File: config.mk
export PLATFORM = sky130hd
export DESIGN_NAME = ysyx_22040237_exu_muldiv
export DESIGN_NICKNAME = d
export VERILOG_FILES = /design/src/rtl/ysyx_22040237_exu_muldiv.sv
export SDC_FILE = /design/constraint.sdc
export NUM_CORES = 2
export LEC_CHECK = 0
export ABC_AREA = 1
export CORE_UTILIZATION = 36
export CTS_BUF_LIST = sky130_fd_sc_hd__clkbuf_4 sky130_fd_sc_hd__clkbuf_8
export CTS_CLUSTER_SIZE = 24
export DETAILED_ROUTE_END_ITERATION = 8
export PLACE_DENSITY = 0.5
export SKIP_CTS_REPAIR_TIMING = 1
export SLEW_MARGIN = 40
export SYNTH_ARGS = -nofsm -noshare
export SYNTH_HDL_FRONTEND = slang
export SYNTH_SLANG_ARGS = --single-unit
File: constraint.sdc
create_clock -name clk -period 4.5 [get_ports clk]
set_input_delay 0.9 -clock clk [delete_from_list [all_inputs] [get_ports clk]]
set_output_delay 0.9 -clock clk [all_outputs]
set_load 0.01 [all_outputs]
File: src/rtl/ysyx_22040237_exu_muldiv.sv
// Iterative M-extension multiply/divide unit. Multiplies and divides operand
// magnitudes one bit per cycle, then applies the sign; word ops run 32 steps.
module ysyx_22040237_exu_muldiv #(
  parameter int XLEN  = 64,
  parameter int HAS_W = 1
) (
  input  logic            clk,
  input  logic            rst,
  input  logic            in_valid,
  output logic            in_ready,
  input  logic [3:0]      op,
  input  logic [XLEN-1:0] op1,
  input  logic [XLEN-1:0] op2,
  input  logic            flush,
  output logic            out_valid,
  input  logic            out_ready,
  output logic [XLEN-1:0] rd_data,
  output logic            op_err,
  output logic [1:0]      state_dbg
);

  // Handshakes: a transfer occurs on a rising edge where valid && ready are both
  // high; the producer holds valid and its data stable until that edge.

  localparam bit W_EN = (XLEN != 32) && (HAS_W != 0);
  localparam int CW   = $clog2(XLEN);
  localparam logic [XLEN-1:0] LO32   = XLEN'(64'hFFFF_FFFF);
  localparam logic [XLEN-1:0] MIN_W  = XLEN'(64'h8000_0000);
  localparam logic [XLEN-1:0] MIN_X  = {1'b1, {(XLEN-1){1'b0}}};

  typedef enum logic [1:0] {S_IDLE, S_BUSY, S_DONE} state_e;

  function automatic logic [XLEN-1:0] sext32(input logic [31:0] x);
    return XLEN'($signed(x));
  endfunction

  state_e              state_q, state_d;
  logic [CW-1:0]       cnt_q, cnt_d;
  logic                op_mul_q, op_mul_d, op_w_q, op_w_d;
  logic                op_high_q, op_high_d, op_rem_q, op_rem_d;
  logic                neg_res_q, neg_res_d, neg_rem_q, neg_rem_d;
  logic [2*XLEN-1:0]   acc_q, acc_d, mcand_q, mcand_d;
  logic [XLEN-1:0]     mplier_q, mplier_d;
  logic [XLEN-1:0]     part_q, part_d, dvd_q, dvd_d, dvs_q, dvs_d;
  logic [XLEN-1:0]     rd_data_q, rd_data_d;
  logic                op_err_q, op_err_d;

  logic dec_mul, dec_div, dec_w, dec_s1, dec_s2, dec_high, dec_rem, dec_illegal;
  logic [XLEN-1:0] wmask, v1, v2, mag1, mag2;
  logic sgn1, sgn2, div_zero, div_ovf;

  always_comb begin
    dec_mul = 1'b0; dec_div = 1'b0; dec_w = 1'b0; dec_s1 = 1'b0;
    dec_s2 = 1'b0; dec_high = 1'b0; dec_rem = 1'b0; dec_illegal = 1'b0;
    case (op)
      4'd0:  begin dec_mul = 1'b1; dec_s1 = 1'b1; dec_s2 = 1'b1; end
      4'd1:  begin dec_mul = 1'b1; dec_s1 = 1'b1; dec_s2 = 1'b1; dec_high = 1'b1; end
      4'd2:  begin dec_mul = 1'b1; dec_s1 = 1'b1; dec_high = 1'b1; end
      4'd3:  begin dec_mul = 1'b1; dec_high = 1'b1; end
      4'd4:  begin dec_div = 1'b1; dec_s1 = 1'b1; dec_s2 = 1'b1; end
      4'd5:  begin dec_div = 1'b1; end
      4'd6:  begin dec_div = 1'b1; dec_s1 = 1'b1; dec_s2 = 1'b1; dec_rem = 1'b1; end
      4'd7:  begin dec_div = 1'b1; dec_rem = 1'b1; end
      4'd8:  begin dec_mul = 1'b1; dec_w = 1'b1; end
      4'd9:  begin dec_div = 1'b1; dec_w = 1'b1; dec_s1 = 1'b1; dec_s2 = 1'b1; end
      4'd10: begin dec_div = 1'b1; dec_w = 1'b1; end
      4'd11: begin dec_div = 1'b1; dec_w = 1'b1; dec_s1 = 1'b1; dec_s2 = 1'b1; dec_rem = 1'b1; end
      4'd12: begin dec_div = 1'b1; dec_w = 1'b1; dec_rem = 1'b1; end
      default: dec_illegal = 1'b1;
    endcase
    if (dec_w && !W_EN) dec_illegal = 1'b1;

    wmask    = dec_w ? LO32 : '1;
    v1       = op1 & wmask;
    v2       = op2 & wmask;
    sgn1     = dec_s1 && (dec_w ? op1[31] : op1[XLEN-1]);
    sgn2     = dec_s2 && (dec_w ? op2[31] : op2[XLEN-1]);
    mag1     = sgn1 ? ((-v1) & wmask) : v1;
    mag2     = sgn2 ? ((-v2) & wmask) : v2;
    div_zero = dec_div && (v2 == '0);
    div_ovf  = dec_div && dec_s1 && (v1 == (dec_w ? MIN_W : MIN_X)) && (v2 == wmask);
  end

  logic [2*XLEN-1:0] acc_nx, prod;
  logic [XLEN:0]     sh;
  logic              take;
  logic [XLEN-1:0]   part_nx, dvd_nx, quo, remv, res_raw, result;
  logic [CW-1:0]     last_cnt;

  always_comb begin
    acc_nx   = acc_q + (mplier_q[0] ? mcand_q : '0);
    // Restoring step: bring down the next dividend bit, keep the difference if it fits.
    sh       = {part_q, dvd_q[XLEN-1]};
    take     = (sh >= {1'b0, dvs_q});
    part_nx  = take ? XLEN'(sh - {1'b0, dvs_q}) : sh[XLEN-1:0];
    dvd_nx   = {dvd_q[XLEN-2:0], take};
    prod     = neg_res_q ? -acc_nx : acc_nx;
    quo      = neg_res_q ? -dvd_nx : dvd_nx;
    remv     = neg_rem_q ? -part_nx : part_nx;
    if (op_mul_q) res_raw = op_high_q ? prod[2*XLEN-1:XLEN] : prod[XLEN-1:0];
    else          res_raw = op_rem_q ? remv : quo;
    result   = op_w_q ? sext32(res_raw[31:0]) : res_raw;
    last_cnt = op_w_q ? CW'(31) : CW'(XLEN-1);
  end

  always_comb begin
    state_d   = state_q;   cnt_d     = cnt_q;
    op_mul_d  = op_mul_q;  op_w_d    = op_w_q;
    op_high_d = op_high_q; op_rem_d  = op_rem_q;
    neg_res_d = neg_res_q; neg_rem_d = neg_rem_q;
    acc_d     = acc_q;     mcand_d   = mcand_q;   mplier_d = mplier_q;
    part_d    = part_q;    dvd_d     = dvd_q;     dvs_d    = dvs_q;
    rd_data_d = rd_data_q; op_err_d  = op_err_q;
    if (flush) begin
      state_d = S_IDLE;
    end else begin
      case (state_q)
        S_IDLE: begin
          if (in_valid) begin
            op_mul_d  = dec_mul;
            op_w_d    = dec_w;
            op_high_d = dec_high;
            op_rem_d  = dec_rem;
            neg_res_d = sgn1 ^ sgn2;
            neg_rem_d = sgn1;
            op_err_d  = 1'b0;
            if (dec_illegal) begin
              state_d   = S_DONE;
              rd_data_d = '0;
              op_err_d  = 1'b1;
            end else if (div_zero) begin
              state_d   = S_DONE;
              rd_data_d = dec_rem ? (dec_w ? sext32(op1[31:0]) : op1) : '1;
            end else if (div_ovf) begin
              state_d   = S_DONE;
              rd_data_d = dec_rem ? '0 : (dec_w ? sext32(op1[31:0]) : op1);
            end else begin
              state_d  = S_BUSY;
              cnt_d    = '0;
              acc_d    = '0;
              mcand_d  = {{XLEN{1'b0}}, mag1};
              mplier_d = mag2;
              part_d   = '0;
              // Word divides start from bit 31, so park the dividend at the top.
              dvd_d    = dec_w ? (mag1 << 32) : mag1;
              dvs_d    = mag2;
            end
          end
        end
        S_BUSY: begin
          acc_d    = acc_nx;
          mcand_d  = mcand_q << 1;
          mplier_d = mplier_q >> 1;
          part_d   = part_nx;
          dvd_d    = dvd_nx;
          if (cnt_q == last_cnt) begin
            state_d   = S_DONE;
            rd_data_d = result;
          end else begin
            cnt_d = cnt_q + CW'(1);
          end
        end
        S_DONE: begin
          if (out_ready) state_d = S_IDLE;
        end
        default: state_d = S_IDLE;
      endcase
    end
  end

  always_ff @(posedge clk or negedge rst) begin
    if (!rst) begin
      state_q   <= S_IDLE;  cnt_q     <= '0;
      op_mul_q  <= 1'b0;    op_w_q    <= 1'b0;
      op_high_q <= 1'b0;    op_rem_q  <= 1'b0;
      neg_res_q <= 1'b0;    neg_rem_q <= 1'b0;
      acc_q     <= '0;      mcand_q   <= '0;     mplier_q <= '0;
      part_q    <= '0;      dvd_q     <= '0;     dvs_q    <= '0;
      rd_data_q <= '0;      op_err_q  <= 1'b0;
    end else begin
      state_q   <= state_d;   cnt_q     <= cnt_d;
      op_mul_q  <= op_mul_d;  op_w_q    <= op_w_d;
      op_high_q <= op_high_d; op_rem_q  <= op_rem_d;
      neg_res_q <= neg_res_d; neg_rem_q <= neg_rem_d;
      acc_q     <= acc_d;     mcand_q   <= mcand_d;   mplier_q <= mplier_d;
      part_q    <= part_d;    dvd_q     <= dvd_d;     dvs_q    <= dvs_d;
      rd_data_q <= rd_data_d; op_err_q  <= op_err_d;
    end
  end

  assign in_ready  = (state_q == S_IDLE);
  assign out_valid = (state_q == S_DONE);
  assign rd_data   = rd_data_q;
  assign op_err    = op_err_q;
  assign state_dbg = state_q;

endmodule

==> qor.txt <==
Clock root buffer: clkbuf_8
Initial antenna violation count: 22
Worst R2R Path Depth: 36
Hold Fails Final Rpt: 13
Ys flop type: dfrtp_1
Initial drt markers: 9513
Die width: 418 um
Clock-pin transition on the worst setup and hold timing paths: 0.08 ns
Final Net Count: 14116
IO Count: 206
Syn_nets: 11540
Mapped Cells: 11203
Via density: 5.28
Cell area after layout: 0.0913 sq mm
Placed Instances: 15944
Slowest CP cell: dfrtp_4
Crit path max fanout: 29
Mapped cell area: 0.0622 sq mm
Clock power frac: 0.077
I/O Buffers: 205
Hold/Removal Path Class: primary input to async pin
Leakage power: 49.7 nW
Comb pwr share: 0.804
Final Max Slew Viols: 0
First-pass GRT wire length: 535000 um
Final setup TNS: -41.28 ns
CTS tree: yes
Synth unique cells: 62
First drt pass iteration count: 7
Critical path class: register to register
IR drop worst, VDD: 0.000646 V
Switching Fraction: 0.542
EDFF count, synth: 0
Final weighted congestion of routability-driven global placement: 1.10
Net switching power: 45.0 mW
Register share of total power: 0.119
Worst path max stage delay: 0.59 ns
Clk_lat worst skew: 0.94 ns
# fillers: 18013
Internal power: 38.0 mW
Clock Path Buffers: 3
Number of global-route vias before repair: 80479
Normalized max-slew margin: 0.394
Slew @ Worst Pin: 0.908 ns
Layout cells sized above 1: 0.254
Avg Cell Area, Syn: 5.55 sq um
Register bit total from synthesis: 591
Period utilization: 1.21
Core ar.: 0.172 sq mm
Unrepaired setup endpoints after global routing: yes
Initial Utilization: 0.363
Largest net degree at the start of global routing: 110
PD cells: 910 mW/mm^2
Die area: 0.174 sq mm
Detail Route Antenna Nets: 0
Max Cap Violations: 0
CP Launch Type: register
Commonest non-fill, non-tap cell in the layout: nand2_1
WL/cell: 23.6 um
Hold slack: -0.0288 ns
Post-route insts no fill: 16195
Worst reg2reg startpoint: mplier_q[0]
Clock Sinks: 591
TritonCTS buffer count: 113
Setup ws final: -0.941 ns
Critical path's most frequent cell: nand2_1
Setup crit end kind: register
Die extent in y: 418 um
P&R area growth vs syn: 46.7%
Storage cell area: 0.0148 sq mm
Cell area after placement: 0.0860 sq mm
Row count: 152
Outcome: finished with violations
GRT Overall Usage: 0.422
Min cycle time layout: 5.44 ns
Grt ovf: 0
Routed wire length: 382000 um
Post-place setup slack: -1.52 ns
Area of the multi-input gates: 0.0409 sq mm
Asr flop ratio synth: 1.00
Worst Setup SP: mplier_q[0]
Final Power: 83.1 mW
Via count: 85548
Post-route DRC: 0
Layout Skew: 0.0824 ns
Worst Path Arrival: 6.29 ns
DP HPWL: 319000 um
Yosys warning count: 0
Req. time, crit path: 5.35 ns
CTS H-tree lvls: 3
Final setup viols: 64
Fmax: 184 MHz
Failing checks: hold timing, setup timing
Commonest cells after routing, fill and taps aside: 3626 x nand2_1, 2511 x buf_4, 1917 x inv_1
Sequential cell area fraction in the yosys report: 0.238
-- routing by layer --
layer	routed length [um]	vias up	global-route usage
li1	-	40547	-
met1	147000	39828	0.506
met2	169000	4038	0.669
met3	32600	1117	0.0875
met4	32400	18	0.308
met5	97	-	0
-- synth_stat cells (9+ instances only) --
cell	number	share of area
a21o_1	10	0.0012
a21oi_1	537	0.043
a21oi_2	29	0.0041
a31oi_1	121	0.012
and2_1	10	0.0010
buf_1	51	0.0031
buf_2	43	0.0035
buf_4	10	0.0012
clkbuf_1	234	0.014
dfrtp_1	591	0.24
ha_1	198	0.040
inv_1	1945	0.12
inv_2	15	0.00091
nand2_1	3801	0.23
nand2_2	28	0.0028
nand3_1	720	0.058
nand3_2	9	0.0014
nand3b_1	36	0.0043
nand4_1	133	0.013
nor2_1	1241	0.075
nor2_2	39	0.0039
nor3_1	155	0.012
nor3_2	10	0.0016
nor4_1	36	0.0036
o211ai_1	27	0.0033
o21ai_0	789	0.063
o21ai_1	22	0.0018
o21ai_2	9	0.0013
o21bai_1	14	0.0017
o221ai_1	26	0.0037
o22ai_1	121	0.012
o311ai_0	9	0.0013
o31ai_1	10	0.0012
or2_2	12	0.0012
xnor2_1	17	0.0024
xor2_1	76	0.011
-- sequential cells by signal, summed over array words and instances (netlist names) --
name	count
op_mul_q	1
dvd_q	64
op_w_q	1
state_dbg	2
op_err	1
op_high_q	1
mcand_q	128
acc_q	128
neg_res_q	1
rd_data	64
neg_rem_q	1
mplier_q	64
cnt_q	6
part_q	64
op_rem_q	1
dvs_q	64
-- through the flow --
stage                     hold WS, ns   util
final                         -0.0288  0.532
after global placement          0.465  0.501
after floorplan                 0.444      -
after global routing          0.00584  0.532
after CTS                     -0.0140  0.517
after detailed placement        0.477  0.501
-- power by group through the flow --
| stage | combinational [mW] | clock [mW] | sequential, mW |
|---|---|---|---|
| 2_1_floorplan | 27.0 | 0 | 8.60 |
| 3_3_place_gp | 62.1 | 0 | 9.70 |
| 3_5_place_dp | 62.4 | 0 | 9.70 |
| 4_1_cts | 62.7 | 6.42 | 9.65 |
| 5_1_grt | 70.9 | 6.62 | 9.89 |
| 6_report | 66.8 | 6.37 | 9.86 |
-- final cells by class --
class | count | share of cell area
diodes | 10 | 0.000274
clock buffers | 171 | 0.0242
clock inverters | 40 | 0.00452
inverters | 1966 | 0.0811
multi-input cells | 8301 | 0.448
flip-flops and latches | 591 | 0.162
well taps | 2310 | 0.0317
repair buffers | 2806 | 0.248
-- worst max-delay path, delay by kind of cell (launching register included) --
| family | cells | cell delay (ns) |
|---|---|---|
| AND/OR/NAND/NOR | 20 | 1.81 |
| AO/OA/AOI/OAI | 4 | 0.91 |
| buffers and inverters | 11 | 1.70 |
| adder cells (fa/ha/maj) | 1 | 0.30 |
| flip-flops | 1 | 0.59 |
-- cells by family (layout without fill, tap and decap cells) --
group | count (synthesis) | in the layout | synth area share
fa+ha+maj | 204 | 204 | 0.0411
flops | 591 | 591 | 0.238
simple gates | 6248 | 6248 | 0.411
compound gates | 1756 | 1756 | 0.155
xor+xnor | 93 | 93 | 0.0131
other cells | 0 | 10 | 0
buf+inv | 2311 | 4983 | 0.142
-- path summary, 6_finish.rpt --
kind | to | slack [ns]
worst min-delay path | mcand_q[81] | -0.03
min in group clk | mplier_q[44] | 0.49
max in group asynchronous | op_high_q | 3.31
worst max-delay path | rd_data[49] | -0.94
worst min register to register | mplier_q[44] | 0.49
worst max register to register | rd_data[49] | -0.94
(Power assumes the default switching activity.)
